===== src/rtl/led_pattern_seq.sv =====
// led_pattern_seq
//
// Steps an N-bit LED pattern on every edge of an upstream toggling tick.
// The pattern can walk, ping-pong, binary-count or blink. The result is gated
// by an 8-bit PWM brightness control before it drives the board LEDs.
//
// Ports:
//   clk        system clock (50 MHz)
//   rst        asynchronous reset, active-high
//   tick_in    toggling level from the blink counter; each edge is one step
//   mode       pattern select: 0 walk, 1 ping-pong, 2 binary count, 3 blink
//   pause      1 = steps are ignored and the pattern is frozen; PWM keeps running
//   duty       brightness: 0 = off, all ones = fully on
//   led        gated pattern to the pins, active-high
//   step_pulse one-cycle pulse in the cycle the pattern register updates
module led_pattern_seq #(
  parameter int N     = 8,
  parameter int PWM_W = 8
) (
  input  logic             clk,
  input  logic             rst,
  input  logic             tick_in,
  input  logic [1:0]       mode,
  input  logic             pause,
  input  logic [PWM_W-1:0] duty,
  output logic [N-1:0]     led,
  output logic             step_pulse
);

  localparam logic [1:0] MODE_WALK  = 2'd0;
  localparam logic [1:0] MODE_PING  = 2'd1;
  localparam logic [1:0] MODE_COUNT = 2'd2;
  localparam logic [1:0] MODE_BLINK = 2'd3;

  localparam logic [N-1:0]     PAT_ONE = {{(N-1){1'b0}}, 1'b1};
  localparam logic [PWM_W-1:0] PWM_ONE = {{(PWM_W-1){1'b0}}, 1'b1};

  logic [N-1:0]     pat;
  logic [N-1:0]     pat_next;
  logic             dir;
  logic             dir_next;
  logic [1:0]       mode_r;
  logic             tick_q;
  logic             primed;
  logic [PWM_W-1:0] pwm_cnt;
  logic [PWM_W-1:0] duty_r;
  logic             step;
  logic             en;

  // The first cycle after reset only captures the tick level. That way a
  // tick_in held high through reset is not mistaken for an edge.
  assign step = primed & (tick_in ^ tick_q) & ~pause;

  // Full-scale duty must stay lit on count value all-ones too. A plain
  // compare would leave one dark cycle per period.
  assign en = (&duty_r) | (pwm_cnt < duty_r);

  // Next pattern. A mode change only reloads the new mode's starting
  // pattern; advancing waits for the following step.
  always_comb begin
    pat_next = pat;
    dir_next = dir;
    if (mode != mode_r) begin
      case (mode)
        MODE_WALK:  pat_next = PAT_ONE;
        MODE_PING: begin
          pat_next = PAT_ONE;
          dir_next = 1'b0;
        end
        MODE_COUNT: pat_next = '0;
        default:    pat_next = '1;
      endcase
    end else begin
      case (mode_r)
        MODE_WALK:  pat_next = {pat[N-2:0], pat[N-1]};
        MODE_PING: begin
          // The bounce turns around in the same step that reaches the end,
          // so an end position is never held for two steps.
          if (!dir) begin
            if (pat[N-1]) begin
              dir_next = 1'b1;
              pat_next = pat >> 1;
            end else begin
              pat_next = pat << 1;
            end
          end else begin
            if (pat[0]) begin
              dir_next = 1'b0;
              pat_next = pat << 1;
            end else begin
              pat_next = pat >> 1;
            end
          end
        end
        MODE_COUNT: pat_next = pat + PAT_ONE;
        MODE_BLINK: pat_next = ~pat;
        default:    pat_next = pat;
      endcase
    end
  end

  // Edge detector and pattern state
  always_ff @(posedge clk or posedge rst) begin
    if (rst) begin
      tick_q     <= 1'b0;
      primed     <= 1'b0;
      pat        <= PAT_ONE;
      dir        <= 1'b0;
      mode_r     <= MODE_WALK;
      step_pulse <= 1'b0;
    end else begin
      tick_q     <= tick_in;
      primed     <= 1'b1;
      step_pulse <= step;
      if (step) begin
        mode_r <= mode;
        pat    <= pat_next;
        dir    <= dir_next;
      end
    end
  end

  // PWM. Duty is sampled only at the period start, so a change
  // never produces a partial period.
  always_ff @(posedge clk or posedge rst) begin
    if (rst) begin
      pwm_cnt <= '0;
      duty_r  <= '0;
    end else begin
      pwm_cnt <= pwm_cnt + PWM_ONE;
      if (pwm_cnt == '0) begin
        duty_r <= duty;
      end
    end
  end

  // Registered LED output
  always_ff @(posedge clk or posedge rst) begin
    if (rst) begin
      led <= '0;
    end else begin
      led <= pat & {N{en}};
    end
  end

endmodule


===== config.mk =====
export PLATFORM = sky130hd
export DESIGN_NAME = led_pattern_seq
export DESIGN_NICKNAME = d
export VERILOG_FILES = /design/src/rtl/led_pattern_seq.sv
export SDC_FILE = /design/constraint.sdc
export NUM_CORES = 1
export LEC_CHECK = 0
export BUFFER_PORTS_ARGS = -buffer_cell sky130_fd_sc_hd__buf_2
export CAP_MARGIN = 20
export CORE_MARGIN = 3
export CORE_UTILIZATION = 58
export CTS_CLUSTER_DIAMETER = 30
export CTS_CLUSTER_SIZE = 16
export DETAILED_ROUTE_END_ITERATION = 8
export PLACE_DENSITY = 0.77
export SYNTH_ARGS = -nofsm -noshare
export SYNTH_HDL_FRONTEND = slang
export SYNTH_SLANG_ARGS = --single-unit

===== constraint.sdc =====
create_clock -name clk -period 2.65 [get_ports clk]
set_clock_uncertainty 0.2 [all_clocks]
set_input_delay 0.53 -clock clk [delete_from_list [all_inputs] [get_ports clk]]
set_output_delay 0.53 -clock clk [all_outputs]
set_load 0.02 [all_outputs]

Yosys cells after proc, flatten, opt, wreduce, memory -nomap -nowiden:

Index checks and enable logic that the tools add are counted.

* add/subtract/negate cells: 2
* magnitude comparators: 1
* eq/ne operators: 7
* muxes and demuxes: 12
* bitwise gates (word level): 7
* reductions and logical operators: 7

Operator list (count)
* two-way mux 8 bit: 4
* case mux 8 bit (4 select lines): 1
* adder 8 x 1 -> 8 bit, second input constant: 2
* case mux 8 bit (2 select lines): 1
* bitwise AND 8 bit: 1
* logical NOT 8 bit: 1
* < comparator 8 bit: 1
* inverter 8 bit: 1
* AND reduction 8 bit: 1
* equality test 2 bit, second input constant: 3
* two-way mux 1 bit: 6
* equality test 2 x 1 -> 1 bit, second input constant: 2
* logical NOT 2 bit: 2
* AND reduction 3 bit: 1
* bitwise AND 1 bit: 2
* inequality test 2 x 1 -> 1 bit, second input constant: 1
* inequality test 2 bit: 1
* nonzero test 2 bit: 1
* OR reduction 2 bit: 1
* inverter 1 bit: 1
* OR 1 bit: 1
* bitwise XOR 1 bit: 1

* register bits after elaboration: 38
* input bits: 14
* output and inout port bits: 9
* logic and storage cells: 45

Depth between registers and ports, before layout:

* word-level depth: 4
* mapped depth: 6
* gate-level depth less buffers: 6

Worst setup path before layout:

No wires, ideal clock.

* kind: input to register
* from: input port mode[0]
* to: register pat[6]
* setup time: 0.131 ns
* arrival: 1.586 ns
* data required time: 2.319 ns
* slack: 0.733 ns
* cell stages on the path: 4
* path buffers: 0
* path through: xor2_1 or4b_4 nor4_1 nor4_1

* longest elaborated chain between the ends: 4
* elaborated cells on any way between the ends: 7
* those cells by class: eq/ne: 3; mux: 2; reduce/logical: 2

Ends and longest elaborated chain
* start, declared: line 23 `input logic [1:0] mode,`
* equality test 2 x 1 -> 1 bit or logical NOT 2 bit (tied branches): line 64 `case (mode)`
* OR reduction 2 bit (no line)
* case mux 8 bit (2 select lines): line 64
* two-way mux 8 bit (*): line 63 `if (mode != mode_r) begin`
* end signal, assigned: line 117 `pat <= pat_next;`
* end, declared: line 38 `logic [N-1:0] pat;`

Every way passes the cells marked *; elsewhere a longest branch is shown, timed or not.
A chain may end at the register's enable or synchronous reset.

Worst setup path in the final report:

* from: register pat[6]
* to: register pat[7]

* longest elaborated chain between the ends: 4
* elaborated cells on any way between the ends: 6
* those cells by class: add/sub: 1; mux: 5

Ends and longest elaborated chain
* parallel branches: the longest is 2 deep, another holds adder 8 x 1 -> 8 bit
* case mux 8 bit (4 select lines) (*): line 74 `case (mode_r)`
* two-way mux 8 bit (*): line 63

Every way passes the cells marked *.

==> metrics.md <==
| Metric | Value |
|---|---|
| Core ar. | 3440 µm² |
| Placed Cells | 277 |
| R2R Setup Slk | 0.70 ns |
| Final WL | 4820 µm |
| GP Congestion | 1.00 |
| Area growth syn-to-layout | 12.8% |
| Post-synth top flop | dfrtp_1 |
| Mapped Cells | 213 |
| Dpl ws | 0.481 ns |
| Sequential area share after synthesis | 44.3% |
| Postcts setup bufs | 0 |
| Max-Cap Viols | 0 |
| Synth area leaders | dfrtp_1 43%, ha_1 6.4%, mux2_2 4.7% |
| VDD IR max | 498 µV |
| Vias in the first global route | 1670 |
| Worst Path Arrival | 1.96 ns |
| Synthesized area | 2150 µm² |
| Syn_area_per_cell | 10.1 µm² |
| Area share of the largest cell type after synthesis | 43.1% |
| Synth cell count leaders | 37 x dfrtp_1, 17 x inv_1, 16 x nand2_1 |
| Crit path max-delay family | compound AO/OA/AOI/OAI gates |
| Largest fanout on the critical path | 8 |
| Number of distinct library cells after synthesis | 53 |
| Site Rows | 21 |
| PnR worst setup slack | 0.695 ns |
| CTS max path bufs | 2 |
| Diode count | 0 |
| Worst EP required | 2.65 ns |
| Hold Vio Cnt, Final | 0 |
| P_leak | 1.12 nW |
| Die X | 66.9 µm |
| Routed Antenna Nets | 0 |
| HP Class | in2async |
| Vias/cell | 6.15 |
| Total I/O pin count | 23 |
| Drt first-iter violations | 167 |
| WP depth | 4 |
| Critical path type | reg2reg |
| Post-CTS Resized | 0 |
| Syn Nets | 238 |
| DIE AREA | 4470 µm² |
| Clock Tree Root | clkbuf_8 |
| Port bufs | 22 |
| # setup viols final | 0 |
| PD cells | 784 nW/µm² |
| First-pass GRT wire length | 8120 µm |
| H-tree depth | 2 |
| DP HPWL | 3530 µm |
| CP peak stage delay | 0.52 ns |
| FF-to-FF Start | pat[6] |
| Reg clk slew, reported paths | 0.08 ns |
| Largest area contributor in the netlist | dfrtp_1 |
| Post-synth ARST share | 100% |
| Die Y | 66.9 µm |
| Final #Nets | 263 |
| WL per Instance | 16.9 µm |
| FF+latch count, synth | 38 |
| Total grt overflow | 0 |
| Crit start category | flip-flop |
| Clock sinks | 38 |
| CTS Buf Count | 5 |
| TritonRoute pass-1 iters | 4 |
| Post-route insts no fill | 285 |
| Share of layout cells above drive strength 1 | 19.2% |
| Largest net degree at the start of global routing | 39 |
| Reg2Reg Capture Point | pat[7] |
| RSZ-0062 raised after global routing | false |
| Skew-Pair Late Insertion Delay | 0.29 ns |
| WP buf/inv | 0 |
| Synthesis Warnings | 0 |
| Antenna violations before repair | 0 |
| DRC | 0 |
| Crit path time final | 1.95 ns |
| CTS Hold Buffers Added | 0 |
| EDFF count, synth | 0 |
| Worst Setup End Kind | flip-flop |
| Final max-slew violation count | 0 |
| R2R depth | 4 |
| Critical-path cell list | or3b_1 > a311o_1 > a31o_1 > a32oi_1 |
| Final setup TNS | 0 ns |
| Detailed-route via count | 1752 |
| Outcome | finished clean |
| Initial Util | 62.5% |
| Period utilization | 73.8% |
| Total GRT Usage | 24.7% |
| Count leader, synth | dfrtp_1 |
| TritonCTS clock tree | built |
| Highest Clock Rate | 512 MHz |
| Slowest stage cell, crit path | dfrtp_1 |
-- kinds of logic after synthesis --
logic type / synth area share [%]
buffers and inverters: 4.31
DFF: 44.3
and+or+nand+nor: 16.0
AOI/OAI and AO/OA: 17.7
other: 0.174
adders and majority gates: 6.40
xor gates and xnor gates: 4.07
muxes: 7.04
-- layout by cell type (no fill, tap or decap), types with 2 or more instances in the layout --
cell type	instances
o21ai_0	6
nand2_1	16
and4_1	2
mux2_2	9
inv_1	17
nand2b_1	9
a211oi_1	3
nand3_1	4
and3_1	3
xnor2_1	5
buf_4	3
dfrtp_1	37
nand4_1	4
a2111oi_0	2
a21oi_1	6
a21boi_0	4
nand4b_1	2
clkbuf_8	5
mux2i_1	5
nor2b_1	3
a21o_1	2
or2_2	2
ha_1	11
a311oi_1	2
nor3_1	3
nor4_1	3
clkinvlp_4	2
a31oi_1	7
nor2_1	7
o211ai_1	5
xor2_1	5
buf_2	22
-- routing by layer --
layer  share of wire, %  track usage, %
met1                 46            34.6
met3                7.3            8.60
met4               0.91            7.34
met5                  0               0
met2                 46            35.6
-- area by class of cell --
class | instances | area [µm²]
Inverter | 17 | 63.8
Clock inverter | 3 | 45.0
Clock buffer | 5 | 68.8
Multi-Input combinational cell | 151 | 1100
Fill cell | 276 | 1020
Timing Repair Buffer | 25 | 133
Sequential cell | 38 | 952
Tap cell | 46 | 57.6
-- through the flow --
step / area, µm² / power, mW / hold slack [ns] / util (%)
3_5_place_dp: 2310 / 1.40 / 0.321 / 67.1
2_1_floorplan: 2150 / 1.22 / 0.269 / -
3_3_place_gp: 2310 / 1.40 / 0.308 / 67.1
6_report: 2420 / 1.90 / 0.136 / 70.4
4_1_cts: 2420 / 1.89 / 0.154 / 70.4
5_1_grt: 2420 / 2.01 / 0.148 / 70.4
-- state kept, by name, summed over array words and instances, names as in the netlist --
| signal | cells |
|---|---|
| dir | 1 |
| primed | 1 |
| tick_q | 1 |
| pwm_cnt | 8 |
| pat | 8 |
| duty_r | 8 |
| mode_r | 2 |
| step_pulse | 1 |
| led | 8 |
-- power by group --
part           internal, mW  total, mW  switching [mW]
sequential            0.685      0.822           0.137
combinational         0.243      0.596           0.353
clock                 0.280      0.484           0.204
total                  1.21       1.90           0.694
-- how the worst max path moves through the flow --
| stage | slack, ns | startpoint | to |
|---|---|---|---|
| 6_report | 0.70 | pat[6] | pat[7] |
| 5_1_grt | 0.60 | pwm_cnt[4] | led[1] |
| 4_1_cts | 0.73 | pat[6] | pat[7] |
| 3_5_place_dp | 0.48 | mode[0] | pat[6] |
| 3_3_place_gp | 0.53 | tick_in | pat[6] |
| 2_1_floorplan | 0.73 | mode[0] | pat[6] |
-- worst register-to-register path: cells and delay by family (launching register included) --
kind               cells  cell delay (ns)
DFF                    1             0.52
and+or+nand+nor        1             0.41
AOI/OAI and AO/OA      3             0.74
Note: power is estimated with default switching activity, not from simulation.
